### config.mk
export PLATFORM = sky130hd
export DESIGN_NAME = uart_tx_serializer
export DESIGN_NICKNAME = d
export VERILOG_FILES = /design/src/rtl/uart_pkg.sv /design/src/rtl/baud_tick_gen.sv /design/src/rtl/uart_tx_serializer.sv
export SDC_FILE = /design/constraint.sdc
export NUM_CORES = 1
export LEC_CHECK = 0
export ABC_AREA = 1
export BUFFER_PORTS_ARGS = -buffer_cell sky130_fd_sc_hd__buf_2
export CAP_MARGIN = 0
export CORE_ASPECT_RATIO = 1.1
export CORE_UTILIZATION = 59
export CTS_BUF_LIST = sky130_fd_sc_hd__clkbuf_4 sky130_fd_sc_hd__clkbuf_8 sky130_fd_sc_hd__clkbuf_16
export DETAILED_ROUTE_END_ITERATION = 8
export PLACE_DENSITY = 0.86
export SETUP_SLACK_MARGIN = 0.02
export SLEW_MARGIN = 10
export SYNTH_ARGS = -nofsm -noshare
export SYNTH_HDL_FRONTEND = slang
export SYNTH_SLANG_ARGS = --single-unit
### constraint.sdc
create_clock -name clk -period 3.9 [get_ports clk]
set_input_delay 0.585 -clock clk [delete_from_list [all_inputs] [get_ports clk]]
set_output_delay 0.585 -clock clk [all_outputs]
set_load 0.1 [all_outputs]
### src/rtl/uart_pkg.sv
// Shared UART definitions: frame layout, line idle level and the FSM state type
// used by both the transmit serializer and the receiver.
package uart_pkg;

  localparam int PACKET_W   = 11;
  localparam int START_POS  = 0;
  localparam int DATA_LSB   = 1;
  localparam int DATA_MSB   = 8;
  localparam int PARITY_POS = 9;
  localparam int STOP_POS   = 10;
  localparam int IDX_W      = 4;

  localparam logic IDLE_LEVEL = 1'b1;

  typedef enum logic {
    IDLE  = 1'b0,
    SHIFT = 1'b1
  } uart_state_e;

endpackage : uart_pkg

### src/rtl/baud_tick_gen.sv
// Baud-rate divider: counts 0..CLKS_PER_BIT-1 while enabled and pulses tick at
// TICK_AT (terminal count by default; the receiver moves it to mid-bit).
module baud_tick_gen #(
  parameter int unsigned CLKS_PER_BIT = 16,
  parameter int unsigned TICK_AT      = CLKS_PER_BIT - 1
) (
  input  logic clk,
  input  logic reset,
  input  logic clear,
  input  logic enable,
  output logic tick
);

  localparam int CNT_W = (CLKS_PER_BIT > 1) ? $clog2(CLKS_PER_BIT) : 1;
  localparam logic [CNT_W-1:0] LAST = CNT_W'(CLKS_PER_BIT - 1);
  localparam logic [CNT_W-1:0] TICK = CNT_W'(TICK_AT);

  logic [CNT_W-1:0] cnt_q;

  // NOTE: sequential state is updated with non-blocking assignments so every
  // flop samples pre-edge values regardless of process ordering.
  always_ff @(posedge clk or posedge reset) begin
    if (reset) begin
      cnt_q <= '0;
    end else if (clear) begin
      cnt_q <= '0;
    end else if (enable) begin
      cnt_q <= (cnt_q == LAST) ? '0 : cnt_q + CNT_W'(1);
    end
  end

  assign tick = enable && (cnt_q == TICK);

endmodule : baud_tick_gen

### src/rtl/uart_tx_serializer.sv
// UART transmit serializer: latches an 11-bit frame on start and shifts it out
// LSB-first, one bit per CLKS_PER_BIT clocks, with registered busy/done status.
module uart_tx_serializer
  import uart_pkg::*;
#(
  parameter int unsigned CLKS_PER_BIT = 16
) (
  input  logic                clk,
  input  logic                reset,
  input  logic [PACKET_W-1:0] packet,
  input  logic                tx_start,
  output logic                TxD,
  output logic                tx_busy,
  output logic                tx_done
);

  uart_state_e         state_q, state_d;
  logic [PACKET_W-1:0] shift_q;
  logic [IDX_W-1:0]    idx_q;
  logic                txd_d, busy_d, done_d;
  logic                tick;
  logic                accept;
  logic                last_bit;

  assign accept   = (state_q == IDLE) && tx_start;
  assign last_bit = tick && (idx_q == IDX_W'(STOP_POS));

  baud_tick_gen #(
    .CLKS_PER_BIT (CLKS_PER_BIT)
  ) u_baud (
    .clk    (clk),
    .reset  (reset),
    .clear  (state_q == IDLE),
    .enable (state_q == SHIFT),
    .tick   (tick)
  );

  always_ff @(posedge clk or posedge reset) begin
    if (reset) begin
      state_q <= IDLE;
      TxD     <= IDLE_LEVEL;
      tx_busy <= 1'b0;
      tx_done <= 1'b0;
    end else begin
      state_q <= state_d;
      TxD     <= txd_d;
      tx_busy <= busy_d;
      tx_done <= done_d;
    end
  end

  always_comb begin
    state_d = state_q;
    unique case (state_q)
      IDLE:    if (tx_start) state_d = SHIFT;
      SHIFT:   if (last_bit) state_d = IDLE;
      default: state_d = IDLE;
    endcase
  end

  // NOTE: every combinational output gets a default first, so no path through
  // the case statement can leave it unassigned and infer a latch.
  always_comb begin
    txd_d  = IDLE_LEVEL;
    busy_d = 1'b0;
    done_d = 1'b0;
    unique case (state_q)
      IDLE: begin
        if (tx_start) begin
          txd_d  = packet[START_POS];
          busy_d = 1'b1;
        end
      end
      SHIFT: begin
        busy_d = 1'b1;
        txd_d  = tick ? shift_q[1] : shift_q[0];
        if (last_bit) begin
          txd_d  = IDLE_LEVEL;
          busy_d = 1'b0;
          done_d = 1'b1;
        end
      end
      default: ;
    endcase
  end

  // Ones shifted in from the top keep the line at idle level past the stop bit.
  always_ff @(posedge clk or posedge reset) begin
    if (reset) begin
      shift_q <= {PACKET_W{IDLE_LEVEL}};
      idx_q   <= '0;
    end else if (accept) begin
      shift_q <= packet;
      idx_q   <= '0;
    end else if (state_q == SHIFT && tick) begin
      shift_q <= {IDLE_LEVEL, shift_q[PACKET_W-1:1]};
      idx_q   <= last_bit ? '0 : idx_q + IDX_W'(1);
    end
  end

endmodule : uart_tx_serializer

==> out/qor.log, run 1 <==
INFO  critical_path  worstPathCellList=buf_2
INFO  sta            setup_tns=0ns
INFO  clock_tree     post_cts_hold_buffer_count=0
INFO  die            ioPinCount=17
INFO  critical_path  reg2reg_setup_slack=2.57ns
INFO  placed_design  finalWeightedCongestion=0.774
INFO  clock_tree     clk-insertion-delay-late=0.31ns
INFO  clock_tree     cts.repair.resized=0
INFO  pwr            total_leakage_power=0.582nW
INFO  cells_and_area areaGrowthSynthToFinish=10.1%
INFO  global_route   globalRoute.totalOverflow=0
INFO  clock_tree     cts.htree.levels=1
INFO  sta            grt_setup_unrepaired=false
INFO  logic_synthesis mappedNetlistNets=128
INFO  logic_synthesis synth_area=0.00113sqmm
INFO  critical_path  timing.critical_path.max_delay_family=flip-flops
INFO  logic_synthesis synth_top_cells_by_count=nand2_1, dfstp_2, dfrtp_1, nand2_2, nand3_2
INFO  pwr            power.switching=0.0750mW
INFO  routing        via_per_inst=5.29
INFO  sta            timing.final.max_slew_violations=0
INFO  logic_synthesis yosys.area.top_type=dfstp_2
INFO  logic_synthesis synth_cell_type_count=24
INFO  die            die_area=0.00209sqmm
INFO  critical_path  critPathBufInv=1
INFO  critical_path  timing.critical_path.fanout_max=8
INFO  sta            timing_hold_violations_final=0
INFO  die            chipWidth=43.7um
INFO  logic_synthesis syn_area_per_cell=10.2squm
INFO  die            floorplan.initialDensity=0.633
INFO  clock_tree     cts.root.buffer_cell=clkbuf_4
INFO  critical_path  critical_path_arrival=1.29ns
INFO  logic_synthesis synth_most_common_cell=nand2_1
INFO  critical_path  cp_slowest_cell=dfrtp_1
INFO  sta            setup_viol=0
INFO  global_route   global_route.usage.total=0.200
INFO  sta            worst_slew_pin_slew=0.784ns
INFO  logic_synthesis postSynthCellCount=111
INFO  cells_and_area post_layout_nonfiller_instances=147
INFO  critical_path  timing.reg2reg.worst_path_depth=5
INFO  critical_path  timing.setup.critical_path_class=flop to output pin
INFO  pwr            cellInternalPower=0.290mW
INFO  cells_and_area design.final.nets=147
INFO  routing        dr_total_vias=777
INFO  pwr            irDropWorstVdd=0.249mV
INFO  min_path       hold_class=input port to asynchronous set/reset pin
INFO  pwr            share_comb_of_total_power=0.029
INFO  pwr            power_density=294mW/mm^2
INFO  sta            period_minus_slack=1.87ns
INFO  cells_and_area post_route_cells_drive_above_1_share=0.488
INFO  logic_synthesis ys_seq_area_frac=0.502
INFO  clock_tree     clock_buffers_created_by_tritoncts=3
INFO  clock_tree     cts.sinks=22
INFO  logic_synthesis synthTopCellsByArea=dfstp_2, dfrtp_1, nand2_1, nand3_2, nand2_2
INFO  critical_path  critPathLaunchType=flop
INFO  routing        drt-pass1-iter-count=6
INFO  logic_synthesis synth_ff_type=dfstp_2
INFO  clock_tree     cts.path.max_buffers=2
INFO  global_route   number_of_global_route_vias_before_repair=693
INFO  global_route   initial_antenna_violation_count=0
INFO  global_route   grt_start_max_net_pins=23
INFO  outcome        failed_checks=DRC
INFO  routing        drcViolationCount=3
INFO  placed_design  numPlacedInstances=143
INFO  sta            final.period_utilization=0.481
INFO  clock_tree     clk_pin_slew=0.12ns
INFO  cells_and_area final_core_util=0.697
INFO  critical_path  timing.critical_path.slowest_cell_delay=0.50ns
INFO  clock_tree     cts_post_setup_buffers_inserted=0
INFO  logic_synthesis yosys_register_bits=22
INFO  pwr            p_clk_frac=0.345
INFO  logic_synthesis synth_warnings=0
INFO  run            maxCapViolations=0
INFO  logic_synthesis synth-edff-count=0
INFO  clock_tree     cts_tree=built
INFO  placed_design  dpl.hpwl=1.32mm
INFO  cells_and_area total_inserted_antenna_cells=0
INFO  routing        postRouteAntennaNets=0
INFO  logic_synthesis async_reset_ff_frac=1.00
INFO  routing        routed_wire_length_per_instance=12.3um
INFO  die            num_rows=16
INFO  sta            max_clock_freq=534MHz
INFO  critical_path  r2r_end=idx_q[0]
INFO  logic_synthesis post-synth-top-area-fraction=0.280
INFO  routing        initialDrtViolationCount=12
INFO  die            fp.dieH=47.8um
INFO  critical_path  regToRegStartpoint=u_baud.cnt_q[0]
INFO  outcome        run_status=complete, but fails checks
INFO  routing        finalWirelength=1.80mm
INFO  placed_design  place.port_buffers=16
INFO  critical_path  crit_path_end_kind=output pin
INFO  pwr            p_sw_frac=0.205
INFO  critical_path  crit_required=3.31ns
INFO  sta            slew-limit-headroom=0.477
INFO  global_route   first_pass_grt_wire_length=2.97mm
INFO  cells_and_area stdcell_area=0.00124sqmm
INFO  pwr            seq_power_share=0.626
INFO  placed_design  post_dp_cell_area=0.00120sqmm
INFO  die            design.core.area=0.00178sqmm
INFO  sta            final.setup_skew=0.00653ns
## layer usage
metal | global-route usage | wire length (um)
met1 | 0.254 | 785
met2 | 0.340 | 900
met3 | 0.0226 | 79
met4 | 0.113 | 38
met5 | 0 | 0
## cells by family (layout without fill, tap and decap cells)
logic type,Yosys count,count (layout),share of synthesized area
compound gates,6,6,0.0366
xor+xnor,3,3,0.0233
fa+ha+maj,3,3,0.0333
buf+inv,10,28,0.0510
flops,22,22,0.502
mux,1,1,0.00888
simple gates,66,66,0.345
## per-stage QoR
step | total power [mW] | hold WS [ns] | worst slack, ns
6_report | 0.365 | 0.395 | 2.03
5_1_grt | 0.378 | 0.480 | 1.97
4_1_cts | 0.365 | 0.426 | 2.03
3_5_place_dp | 0.243 | 0.452 | 2.38
3_3_place_gp | 0.243 | 0.450 | 2.40
2_1_floorplan | 0.236 | 0.431 | 2.06
## worst max-delay path by stage
stage	depth (start not counted)	to	slack (ns)	start
6_report	1	tx_busy	2.03	state_q
5_1_grt	1	tx_busy	1.97	state_q
4_1_cts	1	tx_busy	2.03	state_q
3_5_place_dp	1	tx_busy	2.38	state_q
3_3_place_gp	1	tx_busy	2.40	state_q
2_1_floorplan	6	idx_q[3]	2.06	state_q
## state kept, by name, summed over array words and instances, names as in the netlist
register      cells
shift_q          11
idx_q             4
u_baud.cnt_q      4
TxD               1
state_q           1
tx_done           1
## cells in the final DEF, fill, tap and decap left out, drive strengths merged
master  instances
clkbuf          4
nand3          15
o22ai           1
nor2           10
dfrtp          10
buf            16
mux2i           1
nand2          40
dfstp          12
inv             8
ha              3
xnor2           1
nand4           1
o21ai           4
a21oi           1
xor2            2
## power groups by stage
stage	clock network (mW)	logic, mW	registers, mW
finish	0.126	0.0106	0.229
global route	0.137	0.0123	0.229
CTS	0.126	0.0109	0.229
detailed placement	0	0.0109	0.233
global placement	0	0.0107	0.233
floorplan	0	0.00331	0.233
## final cells by class
class	instances	area, sq um
tap	18	22.5
timing repair buffer	16	80.1
fill	136	541
clock buffer	4	36.3
sequential	22	566
multi-input combinational	79	504
inverter	8	32.5
(Power assumes the default switching activity.)
==> inputs of run 2 (changes only) <==
--- a/config.mk
+++ b/config.mk
@@ -9,10 +9,10 @@
 export BUFFER_PORTS_ARGS = -buffer_cell sky130_fd_sc_hd__buf_2
 export CAP_MARGIN = 0
 export CORE_ASPECT_RATIO = 1.1
-export CORE_UTILIZATION = 59
+export CORE_UTILIZATION = 49
 export CTS_BUF_LIST = sky130_fd_sc_hd__clkbuf_4 sky130_fd_sc_hd__clkbuf_8 sky130_fd_sc_hd__clkbuf_16
 export DETAILED_ROUTE_END_ITERATION = 8
-export PLACE_DENSITY = 0.86
+export PLACE_DENSITY = 0.77
 export SETUP_SLACK_MARGIN = 0.02
 export SLEW_MARGIN = 10
 export SYNTH_ARGS = -nofsm -noshare
==> constraint.sdc (replaced) <==
create_clock -name clk -period 1.5 [get_ports clk]
set_input_delay 0.225 -clock clk [delete_from_list [all_inputs] [get_ports clk]]
set_output_delay 0.225 -clock clk [all_outputs]
set_load 0.1 [all_outputs]
==> out/qor.log, run 2 (synthesized netlist as in run 1, its figures left out) <==
INFO  outcome        run_status=complete, no violations [was complete, but fails checks]
INFO  global_route   global_route.usage.met1=0.236 [was 0.254]
INFO  die            chipWidth=47.7um [was 43.7 um]
INFO  sta            timing_hold_violations_final=0 [unchanged]
INFO  cells_and_area flip_flop_count_of_the_largest_register_all_copies_and_words_added=11 [unchanged]
INFO  die            design.core.area=0.00208sqmm [was 0.00178 sq mm]
INFO  clock_tree     cts.root.buffer_cell=clkbuf_4 [unchanged]
INFO  global_route   grt_most_used_layer=met2 [unchanged]
INFO  sta            slew-limit-headroom=0.673 [was 0.477]
INFO  clock_tree     cts.sinks=22 [unchanged]
INFO  clock_tree     cts.path.max_buffers=2 [unchanged]
INFO  cells_and_area layout_commonest_cell=nand2_1 [unchanged]
INFO  clock_tree     clock_buffers_created_by_tritoncts=3 [unchanged]
INFO  routing        via_per_inst=4.87 [was 5.29]
INFO  clock_tree     cts.htree.levels=1 [unchanged]
INFO  sta            timing.final.max_slew_violations=0 [unchanged]
INFO  pwr            total_leakage_power=0.595nW [was 0.582 nW]
INFO  cells_and_area commonest_cells_after_routing_fill_and_taps_aside=nand2_1, buf_2, dfstp_2 [unchanged]
INFO  global_route   globalRoute.totalOverflow=0 [unchanged]
INFO  die            num_rows=17 [was 16]
INFO  cells_and_area largestRegisters=shift_q (11), idx_q (4), u_baud.cnt_q (4) [unchanged]
INFO  critical_path  cp_slowest_cell=dfstp_2 [was dfrtp_1]
INFO  pwr            report.power.total=0.958mW [was 0.365 mW]
INFO  cells_and_area areaGrowthSynthToFinish=13.3% [was 10.1%]
INFO  critical_path  critPathBufInv=1 [unchanged]
INFO  sta            setup_viol=0 [unchanged]
INFO  clock_tree     clk-insertion-delay-late=0.31ns [about the same]
INFO  cells_and_area largest_register=shift_q [unchanged]
INFO  critical_path  timing.critical_path.max_delay_family=flip-flops [unchanged]
INFO  critical_path  timing.critical_path.fanout_max=1 [was 8]
INFO  cells_and_area filler_cells_inserted=189 [was 136]
INFO  die            ioPinCount=17 [unchanged]
INFO  routing        initialDrtViolationCount=11 [was 12]
INFO  sta            max_clock_freq=725MHz
INFO  global_route   number_of_global_route_vias_before_repair=705 [was 693]
INFO  sta            worst_slew_pin_slew=0.493ns [was 0.784 ns]
INFO  run            maxCapViolations=0 [unchanged]
INFO  routing        drt-pass1-iter-count=4 [was 6]
INFO  sta            period_minus_slack=1.38ns
INFO  clock_tree     cts_post_setup_buffers_inserted=0 [unchanged]
INFO  routing        finalWirelength=1.88mm [was 1.80 mm]
INFO  cells_and_area total_inserted_antenna_cells=0 [unchanged]
INFO  sta            final.setup_skew=0.00324ns [was 0.00653 ns]
INFO  critical_path  timing.setup.critical_path_class=flop to output pin [unchanged]
INFO  clock_tree     cts_tree=built [unchanged]
INFO  cells_and_area post_route_cells_drive_above_1_share=0.496 [was 0.488]
INFO  global_route   initial_antenna_violation_count=0 [unchanged]
INFO  placed_design  place.port_buffers=16 [unchanged]
INFO  global_route   met2_track_usage_gr=0.266 [was 0.340]
INFO  critical_path  critical_path_arrival=1.16ns [was 1.29 ns]
INFO  sta            grt_setup_unrepaired=false [unchanged]
INFO  global_route   grt_start_max_net_pins=23 [unchanged]
INFO  global_route   first_pass_grt_wire_length=3.05mm [was 2.97 mm]
INFO  sta            setup_tns=0ns [unchanged]
INFO  critical_path  crit_required=1.27ns [was 3.31 ns]
INFO  global_route   global_route.usage.total=0.179 [was 0.200]
INFO  die            fp.dieH=52.3um [was 47.8 um]
INFO  sta            final.period_utilization=0.920
INFO  routing        dr_total_vias=775 [was 777]
INFO  routing        routed_wire_length_per_instance=11.8um [was 12.3 um]
INFO  placed_design  finalWeightedCongestion=0.743 [was 0.774]
INFO  die            die_area=0.00250sqmm [was 0.00209 sq mm]
INFO  cells_and_area design.final.nets=149 [was 147]
INFO  routing        drcViolationCount=0 [was 3]
INFO  min_path       hold_class=input port to flop [was input port to asynchronous set/reset pin]
INFO  placed_design  dpl.hpwl=1.35mm [was 1.32 mm]
INFO  critical_path  worstPathCellList=clkbuf_4 [was buf_2]
INFO  global_route   grtUsageMet3=0.0448 [was 0.0226]
INFO  critical_path  crit_path_end_kind=output pin [unchanged]
INFO  pwr            irDropWorstVdd=0.559mV [was 0.249 mV]
INFO  clock_tree     clk_pin_slew=0.12ns [about the same]
INFO  pwr            power_density=750mW/mm^2 [was 294 mW/mm^2]
INFO  routing        postRouteAntennaNets=0 [unchanged]
INFO  critical_path  timing.critical_path.slowest_cell_delay=0.53ns [was 0.50 ns]
INFO  die            floorplan.initialDensity=0.541 [was 0.633]
INFO  critical_path  critPathLaunchType=flop [unchanged]
## run 2: cell types whose count changed in the layout (fill, tap and decap cells not counted), sizes merged
cell,before,now
clkbuf,4,6
buf,16,15
dlygate4sd3,0,1
## run 2: timing repair
action,4_1_cts,5_1_grt
endpoints found under the setup margin,0,2
hold endpoints to repair,10,0
resized for setup,0,2
hold buffers,1,0
## run 2: power breakdown
group	switching (mW)	leakage, nW	internal, mW
Sequential	0	0.251	0.595
Combinational	0.0167	0.323	0.0153
Clock	0.183	0.0210	0.148
Total	0.200	0.595	0.758
## run 2: layout make-up
class | instances | area (sq um) | share of cell area
clock buffer | 4 | 36.3 | 0.0284
timing repair buffer | 18 | 103 | 0.0803
tap | 28 | 35.0 | 0.0274
sequential | 22 | 567 | 0.444
inverter | 8 | 32.5 | 0.0255
multi-input combinational | 79 | 504 | 0.395
## run 2: final timing paths
path	startpoint	to	slack, ns	cells past startpoint
max	TxD	TxD	0.12	1
min	packet[10]	shift_q[10]	0.12	3
max reg2reg	u_baud.cnt_q[0]	idx_q[0]	0.18	5
min reg2reg	u_baud.cnt_q[0]	u_baud.cnt_q[0]	0.47	1
max in group asynchronous	reset	shift_q[0]	0.74	4
min in group asynchronous	reset	idx_q[3]	0.48	4
## run 2: routing by layer
layer	vias to the layer above	part of all wire
li1	394	-
met1	368	0.47
met2	11	0.49
met3	2	0.028
met4	0	0.0085
met5	-	0
## run 2: metrics by stage
stage	setup slack [ns]	hold slack [ns]	utilization	cell area (sq um)	cells
global placement	0.265	0.268	0.588	1230	154
CTS	0.0207	0.117	0.610	1270	159
floorplan	0.0218	0.205	-	1130	111
finish	0.120	0.116	0.613	1280	159
detailed placement	0.204	0.272	0.588	1230	154
global route	0.0609	0.119	0.613	1280	159
